File: config.mk
export PLATFORM = sky130hd
export DESIGN_NAME = rollout_sched_flat
export DESIGN_NICKNAME = d
export VERILOG_FILES = /design/src/rtl/ai_pkg.sv /design/src/rtl/rollout_sched_if.sv /design/src/rtl/score_argmax.sv /design/src/rtl/rollout_sched.sv /design/src/flat_wrapper.sv
export SDC_FILE = /design/constraint.sdc
export NUM_CORES = 1
export LEC_CHECK = 0
export ABC_AREA = 1
export CORE_MARGIN = 2
export CORE_UTILIZATION = 45
export DETAILED_ROUTE_END_ITERATION = 8
export DONT_BUFFER_PORTS = 1
export GPL_ROUTABILITY_DRIVEN = 0
export PLACE_DENSITY_LB_ADDON = 0.15
export SYNTH_ARGS = -nofsm -noshare
export SYNTH_HDL_FRONTEND = slang
export SYNTH_HIERARCHICAL = 1
export SYNTH_SLANG_ARGS = --single-unit
File: constraint.sdc
create_clock -name clk -period 15.24 [get_ports clk]
set_clock_uncertainty 0.15 [all_clocks]
set_input_delay 3.81 -clock clk [delete_from_list [all_inputs] [get_ports clk]]
set_output_delay 3.81 -clock clk [all_outputs]
set_load 0.02 [all_outputs]
File: src/rtl/ai_pkg.sv
// rtl/ai_pkg.sv - shared direction codes, FSM state type and defaults for rollout_sched
package ai_pkg;

    localparam int SCORE_W_DEF = 36;

    typedef enum logic [2:0] {
        DIR_NONE  = 3'd0,
        DIR_UP    = 3'd1,
        DIR_DOWN  = 3'd2,
        DIR_LEFT  = 3'd3,
        DIR_RIGHT = 3'd4
    } dir_e;

    typedef enum logic [2:0] {
        S_IDLE,
        S_ISSUE,
        S_WAIT,
        S_NEXT,
        S_DECIDE,
        S_DONE
    } state_e;

    // Legal-mask bit index (0=UP..3=RIGHT) to engine direction code.
    function automatic logic [2:0] dir_of_idx(input logic [1:0] idx);
        return {1'b0, idx} + 3'd1;
    endfunction

endpackage

File: src/rtl/rollout_sched_if.sv
// rtl/rollout_sched_if.sv - launch/completion handshake between scheduler and rollout engine
interface rollout_sched_if;

    logic        eng_start;
    logic [2:0]  eng_dir;
    logic        eng_done;
    logic [30:0] eng_score;

    modport master (
        output eng_start,
        output eng_dir,
        input  eng_done,
        input  eng_score
    );

    modport slave (
        input  eng_start,
        input  eng_dir,
        output eng_done,
        output eng_score
    );

endinterface

File: src/rtl/score_argmax.sv
// rtl/score_argmax.sv - picks the legal direction with the largest accumulated score
module score_argmax
    import ai_pkg::*;
#(
    parameter int W = SCORE_W_DEF
) (
    input  logic [3:0][W-1:0] acc,
    input  logic [3:0]        legal,
    output logic [2:0]        dir
);

    logic [W-1:0] best_val;

    // Scan UP..RIGHT; strict '>' lets the earlier direction keep a tie.
    always_comb begin
        best_val = '0;
        dir      = DIR_NONE;
        for (int i = 0; i < 4; i++) begin
            if (legal[i] && ((dir == DIR_NONE) || (acc[i] > best_val))) begin
                best_val = acc[i];
                dir      = dir_of_idx(2'(i));
            end
        end
    end

endmodule

File: src/rtl/rollout_sched.sv
// rtl/rollout_sched.sv - rollout scheduler: runs ROLLOUTS engine rollouts per legal move, picks best (watchdog: ROLLOUT_SCHED_TIMEOUT_EN)
module rollout_sched
    import ai_pkg::*;
#(
    parameter int ROLLOUTS = 4,
    parameter int TIMEOUT  = 1024,
    parameter int SCORE_W  = SCORE_W_DEF
) (
    input  logic                   clk,
    input  logic                   rst,
    input  logic                   start,
    input  logic [3:0]             legal,
    rollout_sched_if.master        eng,
    output logic                   busy,
    output logic                   done,
    output logic [2:0]             best_dir,
    output logic                   timeout
);

    if (ROLLOUTS < 1 || ROLLOUTS > 255 || TIMEOUT < 1 || SCORE_W < 31) begin : g_bad_cfg
        $error("rollout_sched: unsupported parameter set");
    end

    state_e                   state;
    logic [3:0]               legal_q;
    logic [3:0]               fin;
    logic [1:0]               cur;
    logic [7:0]               cnt;
    logic [3:0][SCORE_W-1:0]  acc;

    logic [3:0]               pending;
    logic [1:0]               next_idx;
    logic                     any_pending;
    logic [2:0]               argmax_dir;
    logic                     rollout_end;
    logic                     last_rollout;
    logic [30:0]              add_score;
    logic [SCORE_W:0]         sum;
    logic [SCORE_W-1:0]       sum_sat;

    assign pending     = legal_q & ~fin;
    assign any_pending = |pending;

    // Lowest-coded direction that still has rollouts to run.
    always_comb begin
        next_idx = 2'd0;
        for (int i = 3; i >= 0; i--) begin
            if (pending[i]) begin
                next_idx = 2'(i);
            end
        end
    end

`ifdef ROLLOUT_SCHED_TIMEOUT_EN
    localparam int WDOG_W = $clog2(TIMEOUT + 1);

    logic [WDOG_W-1:0] wdog;
    logic              wdog_hit;

    assign wdog_hit    = (state == S_WAIT) && !eng.eng_done && (wdog == WDOG_W'(TIMEOUT - 1));
    assign rollout_end = ((state == S_WAIT) && eng.eng_done) || wdog_hit;
    assign add_score   = eng.eng_done ? eng.eng_score : 31'd0;

    // Counts WAIT cycles of the current rollout; restarts on every launch.
    always_ff @(posedge clk or negedge rst) begin
        if (!rst) begin
            wdog <= '0;
        end else if (state == S_ISSUE) begin
            wdog <= '0;
        end else if (state == S_WAIT) begin
            wdog <= wdog + 1'b1;
        end
    end
`else
    assign rollout_end = (state == S_WAIT) && eng.eng_done;
    assign add_score   = eng.eng_score;
`endif

    assign last_rollout = (cnt == 8'(ROLLOUTS - 1));

    // Accumulate with clamp at all-ones instead of wrapping.
    assign sum     = {1'b0, acc[cur]} + (SCORE_W+1)'(add_score);
    assign sum_sat = sum[SCORE_W] ? '1 : sum[SCORE_W-1:0];

    score_argmax #(
        .W (SCORE_W)
    ) u_argmax (
        .acc   (acc),
        .legal (legal_q),
        .dir   (argmax_dir)
    );

    // Search sequencer; every output is a register updated here.
    always_ff @(posedge clk or negedge rst) begin
        if (!rst) begin
            state         <= S_IDLE;
            legal_q       <= '0;
            fin           <= '0;
            cur           <= '0;
            cnt           <= '0;
            acc           <= '0;
            eng.eng_start <= 1'b0;
            eng.eng_dir   <= DIR_NONE;
            busy          <= 1'b0;
            done          <= 1'b0;
            best_dir      <= DIR_NONE;
            timeout       <= 1'b0;
        end else begin
            case (state)
                S_IDLE: begin
                    if (start) begin
                        legal_q <= legal;
                        fin     <= '0;
                        acc     <= '0;
                        cnt     <= '0;
                        timeout <= 1'b0;
                        busy    <= 1'b1;
                        state   <= S_NEXT;
                    end
                end
                S_NEXT: begin
                    if (any_pending) begin
                        cur           <= next_idx;
                        eng.eng_dir   <= dir_of_idx(next_idx);
                        eng.eng_start <= 1'b1;
                        state         <= S_ISSUE;
                    end else begin
                        eng.eng_dir   <= DIR_NONE;
                        state         <= S_DECIDE;
                    end
                end
                S_ISSUE: begin
                    eng.eng_start <= 1'b0;
                    state         <= S_WAIT;
                end
                S_WAIT: begin
                    if (rollout_end) begin
                        acc[cur] <= sum_sat;
`ifdef ROLLOUT_SCHED_TIMEOUT_EN
                        if (wdog_hit) begin
                            timeout <= 1'b1;
                        end
`endif
                        if (last_rollout) begin
                            cnt      <= '0;
                            fin[cur] <= 1'b1;
                            state    <= S_NEXT;
                        end else begin
                            cnt           <= cnt + 8'd1;
                            eng.eng_start <= 1'b1;
                            state         <= S_ISSUE;
                        end
                    end
                end
                S_DECIDE: begin
                    best_dir <= argmax_dir;
                    done     <= 1'b1;
                    state    <= S_DONE;
                end
                S_DONE: begin
                    done  <= 1'b0;
                    busy  <= 1'b0;
                    state <= S_IDLE;
                end
                default: begin
                    state <= S_IDLE;
                end
            endcase
        end
    end

endmodule

File: src/flat_wrapper.sv
// flat-port wrapper written by rule: the top's interface ports become plain ports
module rollout_sched_flat import ai_pkg::*;
#(
    parameter int ROLLOUTS = 4,
    parameter int TIMEOUT  = 1024,
    parameter int SCORE_W  = SCORE_W_DEF
)
  (clk, rst, start, legal, busy, done, best_dir, timeout, eng_eng_start, eng_eng_dir, eng_eng_done, eng_eng_score);
  rollout_sched_if eng_i ();
  input  logic clk;
  input  logic rst;
  input  logic start;
  input  logic [3:0] legal;
  output logic busy;
  output logic done;
  output logic [2:0] best_dir;
  output logic timeout;
  output wire logic [$bits(eng_i.eng_start)-1:0] eng_eng_start;
  output wire logic [$bits(eng_i.eng_dir)-1:0] eng_eng_dir;
  input wire logic [$bits(eng_i.eng_done)-1:0] eng_eng_done;
  input wire logic [$bits(eng_i.eng_score)-1:0] eng_eng_score;
  assign eng_eng_start = eng_i.eng_start;
  assign eng_eng_dir = eng_i.eng_dir;
  assign eng_i.eng_done = eng_eng_done;
  assign eng_i.eng_score = eng_eng_score;
  rollout_sched #(.ROLLOUTS(ROLLOUTS), .TIMEOUT(TIMEOUT), .SCORE_W(SCORE_W)) u_core (.clk(clk), .rst(rst), .start(start), .legal(legal), .eng(eng_i), .busy(busy), .done(done), .best_dir(best_dir), .timeout(timeout));
endmodule
==> impl_metrics.csv <==
group,metric,value,unit
sta,fmax,0.115,GHz
finish,area_growth,5.99,%
floorplan,row_count,66,
route,drt_iter0_markers,1302,
critical_path,worstSetupStartpointType,"register",
placed_design,place_hpwl,36500,um
clock_network,tritoncts,"done",
floorplan,floorplan.io_pins,49,
sta,final.period_utilization,57.2,%
route,wl,50500,um
sta,worst-slew-pin-transition,1.05,ns
clock_network,cts-root-buf,"clkbuf_16",
logic_synthesis,post_synth_inst_count,2201,
pwr,total_leakage_power,8.77,nW
sta,rsz_0062_raised_after_global_routing,"false",
route,post_drt_via_cell_ratio,5.50,
job,cap_violations,0,
critical_path,crit_fanout,41,
floorplan,floorplan.die.height,186,um
logic_synthesis,ys_types,57,
logic_synthesis,synth-edff-count,0,
finish,final_core_utilization,48.3,%
critical_path,worst-path-stages,42,
hold_path,min-delay-path-class,"reg -> reg",
clock_network,numCtsBuffers,17,
critical_path,endpoint_kind,"register",
logic_synthesis,synth_top_cell_by_area,"dfrtp_1",
route,detailroute.via_count,14400,
clock_network,cts-resized-gates,0,
sta,timing.final.crit_period,8.71,ns
clock_network,clock-sinks,174,
logic_synthesis,yosys_most_used_dff,"dfrtp_1",
pwr,ir_drop,0.144,mV
critical_path,path_class,"reg -> reg",
clock_network,longest_clk_path_bufs,2,
finish,drive_gt1_share,6.06,%
sta,finalHoldWorstSlack,0.361,ns
global_route,grt_antenna_before_repair,0,
finish,fin_nets,2346,
placed_design,port-buffer-count,0,
logic_synthesis,synth-async-reset-ratio,100,%
critical_path,worstPathRequired,15.42,ns
finish,commonest_cells_after_routing_fill_and_taps_aside,"nand2_1 (851), inv_1 (298), dfrtp_1 (174), ha_1 (141), nand3_1 (132)",
pwr,pwr_density_cell,263,mW/mm^2
critical_path,r2r.worst_path.cells,42,
clock_network,cts_setup_buffers,0,
logic_synthesis,synth_top_cells_by_area,"dfrtp_1 (29%), nand2_1 (22%), ha_1 (12%)",
critical_path,critical_path_arrival,8.89,ns
sta,worst_rel_slew_slack,30.2,%
critical_path,crit_path_top_cell_by_count,"nand2_1",
logic_synthesis,post_synth.cell_area_avg,6.74,um^2
run_status,run_status,"finished clean",
hold_path,holdPathStages,2,
sta,number_of_setup_violations_in_the_final_report,0,
floorplan,die_area,0.0345,mm^2
logic_synthesis,yosysWarningCount,6,
route,remaining_drc_errors,0,
critical_path,worst_path_max_delay_cell,"nand2_2",
global_route,grt_start_max_net_pins,175,
floorplan,placeableCoreArea,0.0325,mm^2
route,wire_per_inst,19.3,um
logic_synthesis,synth_sequential_area_ratio,29.3,%
finish,diodes,0,
logic_synthesis,ys_seq_elements,174,
clock_network,htree_num_levels,4,
logic_synthesis,postSynthNetCount,2382,
sta,final_hold_vio_count,0,
global_route,first_global_vias,13800,
clock_network,clk_pin_slew_worst_paths,0.08,ns
floorplan,floorplan.die.width,186,um
global_route,all_layer_gr_usage,30.3,%
route,number_of_optimization_iterations_in_the_first_detailed_route_pass,5,
route,antenna_nets_post_route,0,
critical_path,critical_path.n_buffers_inverters,3,
clock_network,postCtsHoldBufs,0,
logic_synthesis,synth.top_cell.area_share,29.3,%
sta,final.setup.tns,0,ns
clock_network,worst_skew_pair_later_pin_latency,0.45,ns
floorplan,initial_utilization,45.6,%
critical_path,cp_top_family,"simple AND/OR/NAND/NOR gates",
critical_path,cp_slowest_stage_delay,0.74,ns
global_route,global_route.overflow_total,0,
global_route,global_route_wire_length_before_repair,78800,um
pwr,fin_total_pwr,0.00414,W
finish,layout_commonest_cell,"nand2_1",
sta,timing_max_transition_violations_final,0,
logic_synthesis,synthesis.area,0.0148,mm^2
==> synth_stat cells, types with 2 or more instances <==
library cell and instances:
nand2_1 852, inv_1 298, dfrtp_1 174, ha_1 141, nand3_1 132, nor2_1 115
a21oi_1 81, o21ai_0 76, a22oi_1 34, nand2_4 34, buf_2 29, clkbuf_1 22
nand4_1 20, and2_1 19, o221ai_1 19, o21ai_1 14, nor3_1 13, xnor2_1 13
o22ai_1 10, o21ai_2 9, nand3_2 8, xor2_1 8, nand2_2 7, nand3_4 6
o21bai_1 6, a21o_1 5, inv_2 5, buf_6 4, nor2_2 4, o21a_1 4
buf_1 3, buf_12 3, buf_4 3, mux2_2 3, a21boi_1 2, a22o_1 2
nor2_4 2, nor4_1 2
==> metrics by stage <==
stage / instance area (um^2) / worst slack (ns) / cells
detailed placement: 15100 / 6.69 / 2588
global placement: 15100 / 6.87 / 2588
floorplan: 14800 / 9.45 / 2201
global route: 15700 / 5.88 / 2620
CTS: 15700 / 6.68 / 2620
finish: 15700 / 6.53 / 2620
==> worst min-delay path: cells and delay by family, from the launching register on <==
kind,cells,cell delay [ns]
and+or+nand+nor,2,0.11
DFF,1,0.37
==> power breakdown <==
| group | internal [W] | switching, W | leakage (nW) |
|---|---|---|---|
| registers | 0.000616 | 0.000197 | 2.37 |
| clock network | 0.000266 | 0.000207 | 0.293 |
| logic | 0.000888 | 0.00197 | 6.11 |
| total | 0.00177 | 0.00237 | 8.77 |
==> area by class of cell <==
type,count,area [um^2]
repair buffers,11,82.6
inverters,305,1150
flip-flops and latches,174,4350
clock inverters,13,176
well taps,442,553
fillers,3431,16800
clock buffers,19,443
multi-input cells,1656,8970
==> state kept, by name (all words and copies together), names as in the netlist <==
signal / cells
u_core/acc: 144
u_core/cnt: 8
u_core/fin: 4
u_core/legal_q: 4
u_core/best_dir: 3
u_core/eng.eng_dir: 3
u_core/state: 3
u_core/cur: 2
u_core/busy: 1
u_core/done: 1
u_core/eng.eng_start: 1
==> metal layers <==
layer | vias up | global-route usage (%) | part of all wire, %
li1 | 6949 | - | -
met1 | 6778 | 40.2 | 44
met2 | 574 | 47.4 | 43
met3 | 121 | 7.59 | 9.0
met4 | 0 | 12.2 | 4.0
met5 | - | 0 | 0
==> cells by family (layout without fill, tap and decap cells) <==
group / Yosys count / after routing / share of synthesized area [%]
mux: 4 / 4 / 0.295
simple gates: 1220 / 1220 / 35.9
buf+inv: 371 / 348 / 10.3
other cells: 1 / 1 / 0.0253
flops: 174 / 174 / 29.3
fa+ha+maj: 142 / 142 / 12.0
xor+xnor: 21 / 21 / 1.24
compound gates: 268 / 268 / 10.9
==> path summary, 6_finish.rpt <==
kind	startpoint	end	slack, ns
min in group asynchronous	rst	u_core/acc[47]$_DFFE_PN0P_	2.91
max in group asynchronous	rst	u_core/acc[39]$_DFFE_PN0P_	11.63
setup / recovery	u_core/legal_q[0]$_DFFE_PN0P_	u_core/best_dir[0]$_DFFE_PN0P_	6.53
setup reg to reg	u_core/legal_q[0]$_DFFE_PN0P_	u_core/best_dir[0]$_DFFE_PN0P_	6.53
hold reg to reg	u_core/acc[35]$_DFFE_PN0P_	u_core/acc[35]$_DFFE_PN0P_	0.36
hold / removal	u_core/acc[35]$_DFFE_PN0P_	u_core/acc[35]$_DFFE_PN0P_	0.36
(Power assumes the default switching activity.)
